--- src/rtl/cprs_col_acc.sv ---
// Column compressor-accumulator: popcount each valid N-bit column and
// fold it into a framed signed accumulator (add or MSB-first shift-add).
module cprs_col_acc #(
  parameter int N     = 7,
  parameter int ACC_W = 16,
  parameter int SAT   = 1
) (
  input  logic             clk,
  input  logic             rst,
  input  logic             in_valid,
  input  logic             in_first,
  input  logic             in_last,
  input  logic             in_neg,
  input  logic             mode,
  input  logic [N-1:0]     in_bits,
  output logic             out_valid,
  output logic [ACC_W-1:0] out_sum,
  output logic             out_ovf,
  output logic             drop
);

  localparam int CNT_W = $clog2(N + 1);
  localparam int W2    = ACC_W + 2;

  localparam logic [0:0] IDLE  = 1'b0;
  localparam logic [0:0] ACCUM = 1'b1;

  localparam logic signed [W2-1:0] MAXV =
    {3'b000, {(ACC_W-1){1'b1}}};
  localparam logic signed [W2-1:0] MINV =
    {3'b111, {(ACC_W-1){1'b0}}};

  logic [CNT_W-1:0] pop;

  always_comb begin
    pop = '0;
    for (int i = 0; i < N; i++) begin
      pop = pop + CNT_W'(in_bits[i]);
    end
  end

  logic             s1_valid;
  logic             s1_first;
  logic             s1_last;
  logic             s1_neg;
  logic             s1_mode;
  logic [CNT_W-1:0] s1_cnt;

  always_ff @(posedge clk) begin
    if (rst) begin
      s1_valid <= 1'b0;
      s1_first <= 1'b0;
      s1_last  <= 1'b0;
      s1_neg   <= 1'b0;
      s1_mode  <= 1'b0;
      s1_cnt   <= '0;
    end else begin
      s1_valid <= in_valid;
      s1_first <= in_first;
      s1_last  <= in_last;
      s1_neg   <= in_neg;
      s1_mode  <= mode;
      s1_cnt   <= pop;
    end
  end

  logic [0:0]       state;
  logic [ACC_W-1:0] acc;
  logic             mode_q;
  logic             ovf;

  logic signed [W2-1:0] acc_x;
  logic signed [W2-1:0] base;
  logic signed [W2-1:0] cnt_x;
  logic signed [W2-1:0] sum_w;
  logic                 hi;
  logic                 lo;
  logic [ACC_W-1:0]     res;
  logic                 take;
  logic                 drop_n;
  logic                 ovf_n;

  // Wide arithmetic keeps 2*acc + cnt exact before the range check.
  always_comb begin
    acc_x  = {{2{acc[ACC_W-1]}}, acc};
    cnt_x  = {{(W2-CNT_W){1'b0}}, s1_cnt};
    base   = '0;
    if (!s1_first) begin
      base = mode_q ? (acc_x <<< 1) : acc_x;
    end
    sum_w  = s1_neg ? (base - cnt_x) : (base + cnt_x);
    hi     = sum_w > MAXV;
    lo     = sum_w < MINV;
    res    = sum_w[ACC_W-1:0];
    if (SAT != 0) begin
      if (hi) res = MAXV[ACC_W-1:0];
      if (lo) res = MINV[ACC_W-1:0];
    end
    ovf_n  = (s1_first ? 1'b0 : ovf) | hi | lo;
    take   = s1_valid && (s1_first || state == ACCUM);
    drop_n = s1_valid &&
             ((state == IDLE) ? !s1_first : s1_first);
  end

  always_ff @(posedge clk) begin
    if (rst) begin
      state     <= IDLE;
      acc       <= '0;
      mode_q    <= 1'b0;
      ovf       <= 1'b0;
      out_valid <= 1'b0;
      out_sum   <= '0;
      out_ovf   <= 1'b0;
      drop      <= 1'b0;
    end else begin
      out_valid <= 1'b0;
      drop      <= drop_n;
      if (take) begin
        acc <= res;
        ovf <= ovf_n;
        if (s1_first) mode_q <= s1_mode;
        if (s1_last) begin
          state     <= IDLE;
          out_valid <= 1'b1;
          out_sum   <= res;
          out_ovf   <= ovf_n;
        end else begin
          state <= ACCUM;
        end
      end
    end
  end

endmodule

--- config.mk ---
export PLATFORM = sky130hd
export DESIGN_NAME = cprs_col_acc
export DESIGN_NICKNAME = d
export VERILOG_FILES = /design/src/rtl/cprs_col_acc.sv
export SDC_FILE = /design/constraint.sdc
export NUM_CORES = 1
export LEC_CHECK = 0
export BUFFER_PORTS_ARGS = -buffer_cell sky130_fd_sc_hd__buf_4
export CORE_AREA = 2 2 82 84
export DETAILED_ROUTE_END_ITERATION = 16
export DIE_AREA = 0 0 84 86
export PLACE_DENSITY = 0.79
export SLEW_MARGIN = 15
export SYNTH_ARGS = -nofsm -noshare
export SYNTH_HDL_FRONTEND = slang
export SYNTH_SLANG_ARGS = --single-unit
--- constraint.sdc ---
create_clock -name clk -period 10.8 [get_ports clk]
set_input_delay 1.62 -clock clk [delete_from_list [all_inputs] [get_ports clk]]
set_output_delay 1.62 -clock clk [all_outputs]
set_load 0.005 [all_outputs]
== Yosys cells after proc, flatten, opt, wreduce, memory -nomap -nowiden ==
Cells that the tools add are included.
Storage, ports and cells
  bits in registers: 46
  input port bits: 14
  output and inout bits: 19
  word-level logic and storage cells: 43
Operators by class
  $add $sub $neg: 8
  order comparisons: 2
  muxes and demuxes: 9
  bitwise operators: 3
  reduce and logical (&&, ||, !) cells: 7
Operator list (count)
  two-way mux 16 bit: 3
  two-way mux 18 bit: 2
  adder 18 x 4 -> 18 bit: 1
  greater-than comparator 18 x 16 -> 1 bit (second input constant): 1
  less-than comparator 18 x 16 -> 1 bit (second input constant): 1
  subtractor 18 x 4 -> 18 bit: 1
  adder 3 x 1 -> 3 bit: 4
  two-way mux 1 bit: 4
  AND reduction 2 bit: 2
  adder 2 x 1 -> 3 bit: 1
  adder 1 x 1 -> 2 bit: 1
  logical AND 1 bit: 2
  bitwise OR 1 bit: 2
  OR reduction 2 bit: 1
  logical NOT 1 bit: 1
  logical OR 1 bit: 1
  inverter 1 bit: 1

== Depth between registers and ports, before layout ==
  word-level depth: 7
  mapped depth: 16
  depth with buffers taken out: 13

== Worst setup path before layout ==
Ideal clock, no wire load.
  path kind: in2reg
  start: input port in_bits[0]
  end: register s1_cnt[1]
  setup time: 0.066 ns
  arrival: 3.582 ns
  data required time: 10.734 ns
  slack: 7.151 ns
  stages: 8
  buffers on the path: 0
  cells stage by stage: fa_1 -> inv_1 -> fa_1 -> inv_1 -> fa_1 -> inv_1 -> fa_1 -> nor2_1
Between the ends
  longest elaborated chain between the ends: 6
Ends and longest elaborated chain
  from (decl): line 15  | input logic [N-1:0] in_bits,
  adder 1 x 1 -> 2 bit: line 38  | pop = pop + CNT_W'(in_bits[i]);
  adder 2 x 1 -> 3 bit: line 38
  adder 3 x 1 -> 3 bit (4 in a row): line 38
  to (signal assigned): line 63  | s1_cnt <= pop;
  to (decl): line 47  | logic [CNT_W-1:0] s1_cnt;
Every way passes these cells.
A chain may end at the register's enable or synchronous reset.

== Final worst setup path ==
  start: register mode_q
  end: register acc[2]
Between the ends
  longest elaborated chain between the ends: 7
  elaborated cells between the ends (all ways): 9
  those cells by class: add/sub (2); order compare (2); mux (5)
Ends and longest elaborated chain
  from (decl): line 69  | logic mode_q;
  from (signal assigned): line 121  | if (s1_first) mode_q <= s1_mode;
  two-way mux 16 bit *: line 89  | base = mode_q ? (acc_x <<< 1) : acc_x;
  two-way mux 18 bit *: line 88  | if (!s1_first) begin
  adder 18 x 4 -> 18 bit / subtractor 18 x 4 -> 18 bit (equally long branches): line 91  | sum_w = s1_neg ? (base - cnt_x) : (base + cnt_x);
  two-way mux 18 bit *: line 91
  greater-than comparator 18 x 16 -> 1 bit: line 92  | hi = sum_w > MAXV;
  two-way mux 16 bit: line 96  | if (hi) res = MAXV[ACC_W-1:0];
  two-way mux 16 bit *: line 97  | if (lo) res = MINV[ACC_W-1:0];
  to (signal assigned): line 119  | acc <= res;
  to (decl): line 68  | logic [ACC_W-1:0] acc;
Mark *: on every way between the ends. The rest lies on a longest branch, timed or not.

==> metrics <==
status completed; WL final around 7500 µm; total track usage 0.214; Die Y 86 µm; Crit Path Max Fanout 20; CP peak stage delay 0.90 ns; cts hold-fix bufs 0; Die ar. between 7000 and 8000 µm²; power share of the combinational group 0.492; Slowest-stage cell, CP dfxtp_1; Die W 84 µm; Tmin final between 4 and 5 ns; fmax 224 MHz; core area ~6300 µm²; Yosys reg bits between 40 and 50; Synth area leaders dfxtp_1, ha_1, mux2i_1, nor2_1, a21oi_1; clk sinks 46; 1st-iter DRT viols about 210; Slew @ Worst Pin 0.880 ns; vias per std cell between 6 and 7; crit-path cells mux2i_1 > nor2_1 > ha_1 > a21oi_1 > o211ai_1 > a21boi_0 > a31oi_1 > a21oi_2 > nand2_1 > o21bai_1 > nor3_1; ys flop type dfxtp_1; Sequential Power Share 0.333; post-layout net count between 400 and 500; Post-synth EDFFs 0; CTS H-tree lvls 2; Mapped Cells roughly 380; worst vdd ir roughly 0.12 mV; via count just under 3k; clock power share 0.175; pin count of the biggest net entering global routing 24; Avg WL per Cell about 16 µm; Synth Net Count 420; Pre-Repair DR Iteration Count 5; Post-DP HPWL about 6000 µm; top cell type's share of synthesized area 0.298; Starting Density 0.492; post-CTS setup repair buffer count 0; Syn Area/Cell slightly above 8 µm²; initial antenna violation count 0; layout overhead on the synthesized area 11.3%; CP required ~11 ns; Distinct cells, synth 50; GRT overflow 0; ys async rst share 0; ratio of cells with drive above 1 in the final layout 0.129; Hold Fails Final Rpt 0; Sw Ratio 0.433; Leakage between 1 and 1.5 nW; fin. max-slew vios 0; CTS Buf Count 5; # DRC 0; Post-CTS Resized 0; Hold WS roughly 0.46 ns; setup total negative slack 0 ns; Net Switching around 0.24 mW; area leader, netlist dfxtp_1; Seq/Total Area, Yosys 0.298; WS Path Type reg -> reg; Antenna Nets Post-Route 0; top post-synthesis cells by count nor2_1, dfxtp_1, a21oi_1; Clk Latency, worst-skew pair about 0.3 ns; Power Internal between 0.3 and 0.4 mW; Finish-stage setup viols 0; max-cap violation count 0; Port Buffer Count 32; FILL cells approximately 600; Hold WC Path Type reg -> reg; CTS tree yes; I/O pin count 33; CP arrival ~4.6 ns; most numerous cell in the Yosys netlist nor2_1; Root Driver clkbuf_8; pwr dens 164 nW/µm²; worst relative slew slack 0.412; synthesized area ~3000 µm²; Worst Setup End Kind register; Clk pin slew, worst setup/hold paths 0.08 ns; Clock Skew approximately 0.014 ns; RSZ-0062 raised after global routing no; first-pass GRT wire length roughly 13000 µm; startpoint types register; GPL Wtd Cong between 0.9 and 1; Yosys warnings 0; vias in the first global route between 2k and 3k; clk buf depth 2; Antenna diodes 0; Site Rows 29; Tcrit/Tclk final 0.414
-- state kept, by name (all words and copies together) (netlist names) --
signal and flops:
acc 16, drop 1, mode_q 1, out_ovf 1, out_sum 16, out_valid 1, ovf 1, s1_cnt 3
s1_first 1, s1_last 1, s1_mode 1, s1_neg 1, s1_valid 1, state 1
-- worst paths after layout --
check / startpoint / end / slack, ns / cells past startpoint
min: s1_mode / mode_q / 0.46 / 2
max: mode_q / acc[2] / 6.33 / 11
min reg2reg: s1_mode / mode_q / 0.46 / 2
max reg2reg: mode_q / acc[2] / 6.33 / 11
-- worst max-delay path, delay by kind of cell (launching register included) --
kind,cells,cell delay (ns)
and+or+nand+nor,3,0.40
DFF,1,0.90
AOI/OAI and AO/OA,6,2.37
muxes,1,0.26
adders and majority gates,1,0.38
-- through the flow --
step	utilization	worst slack [ns]	area, µm²	cells	power, mW
2_1_floorplan	-	7.15	3090	381	0.394
3_3_place_gp	0.535	6.64	3360	474	0.458
6_report	0.548	6.33	3440	481	0.562
3_5_place_dp	0.535	6.40	3360	474	0.462
5_1_grt	0.548	5.93	3440	481	0.605
4_1_cts	0.548	6.41	3440	481	0.560
-- power by group through the flow --
stage,Clock [mW],Sequential [mW],Combinational [mW]
2_1_floorplan,0,0.188,0.206
3_3_place_gp,0,0.191,0.268
3_5_place_dp,0,0.191,0.271
4_1_cts,0.100,0.187,0.272
5_1_grt,0.106,0.188,0.310
6_report,0.0985,0.187,0.276
-- cell type report --
type / instances / area, µm² / share of cell area
Inverter: 16 / 60.1 / 0.0175
Timing Repair Buffer: 35 / 263 / 0.0764
Tap cell: 77 / 96.3 / 0.0280
Clock inverter: 2 / 10.0 / 0.00291
Clock buffer: 5 / 68.8 / 0.0200
Multi-Input combinational cell: 300 / 2020 / 0.587
Sequential cell: 46 / 921 / 0.268
-- placed cells by master, fill, tap and decap left out, types with 5 or more instances in the layout --
master / n
a211oi_1: 10
a21oi_1: 31
a221o_1: 10
buf_4: 35
clkbuf_8: 5
dfxtp_1: 46
fa_1: 5
ha_1: 20
inv_1: 16
mux2i_1: 18
nand2_1: 29
nand3_1: 8
nor2_1: 48
nor2b_1: 10
nor3_1: 11
o211ai_1: 6
o21ai_0: 24
xnor2_1: 6
xor2_1: 8
-- cell families after synthesis --
group,Yosys count,share of synthesized area
mux,18,0.0584
fa+ha+maj,25,0.113
compound gates,114,0.247
flops,46,0.298
buf+inv,35,0.0478
simple gates,129,0.195
xor+xnor,14,0.0397
-- layer usage --
layer / vias to the layer above / routed length [µm] / track usage
met3: 21 / 376 / 0.0414
met4: 0 / 259 / 0.0924
met2: 90 / 3560 / 0.359
met5: - / 0 / 0
li1: 1422 / - / -
met1: 1358 / 3330 / 0.268
No activity file was read; power rests on OpenSTA's default activity.
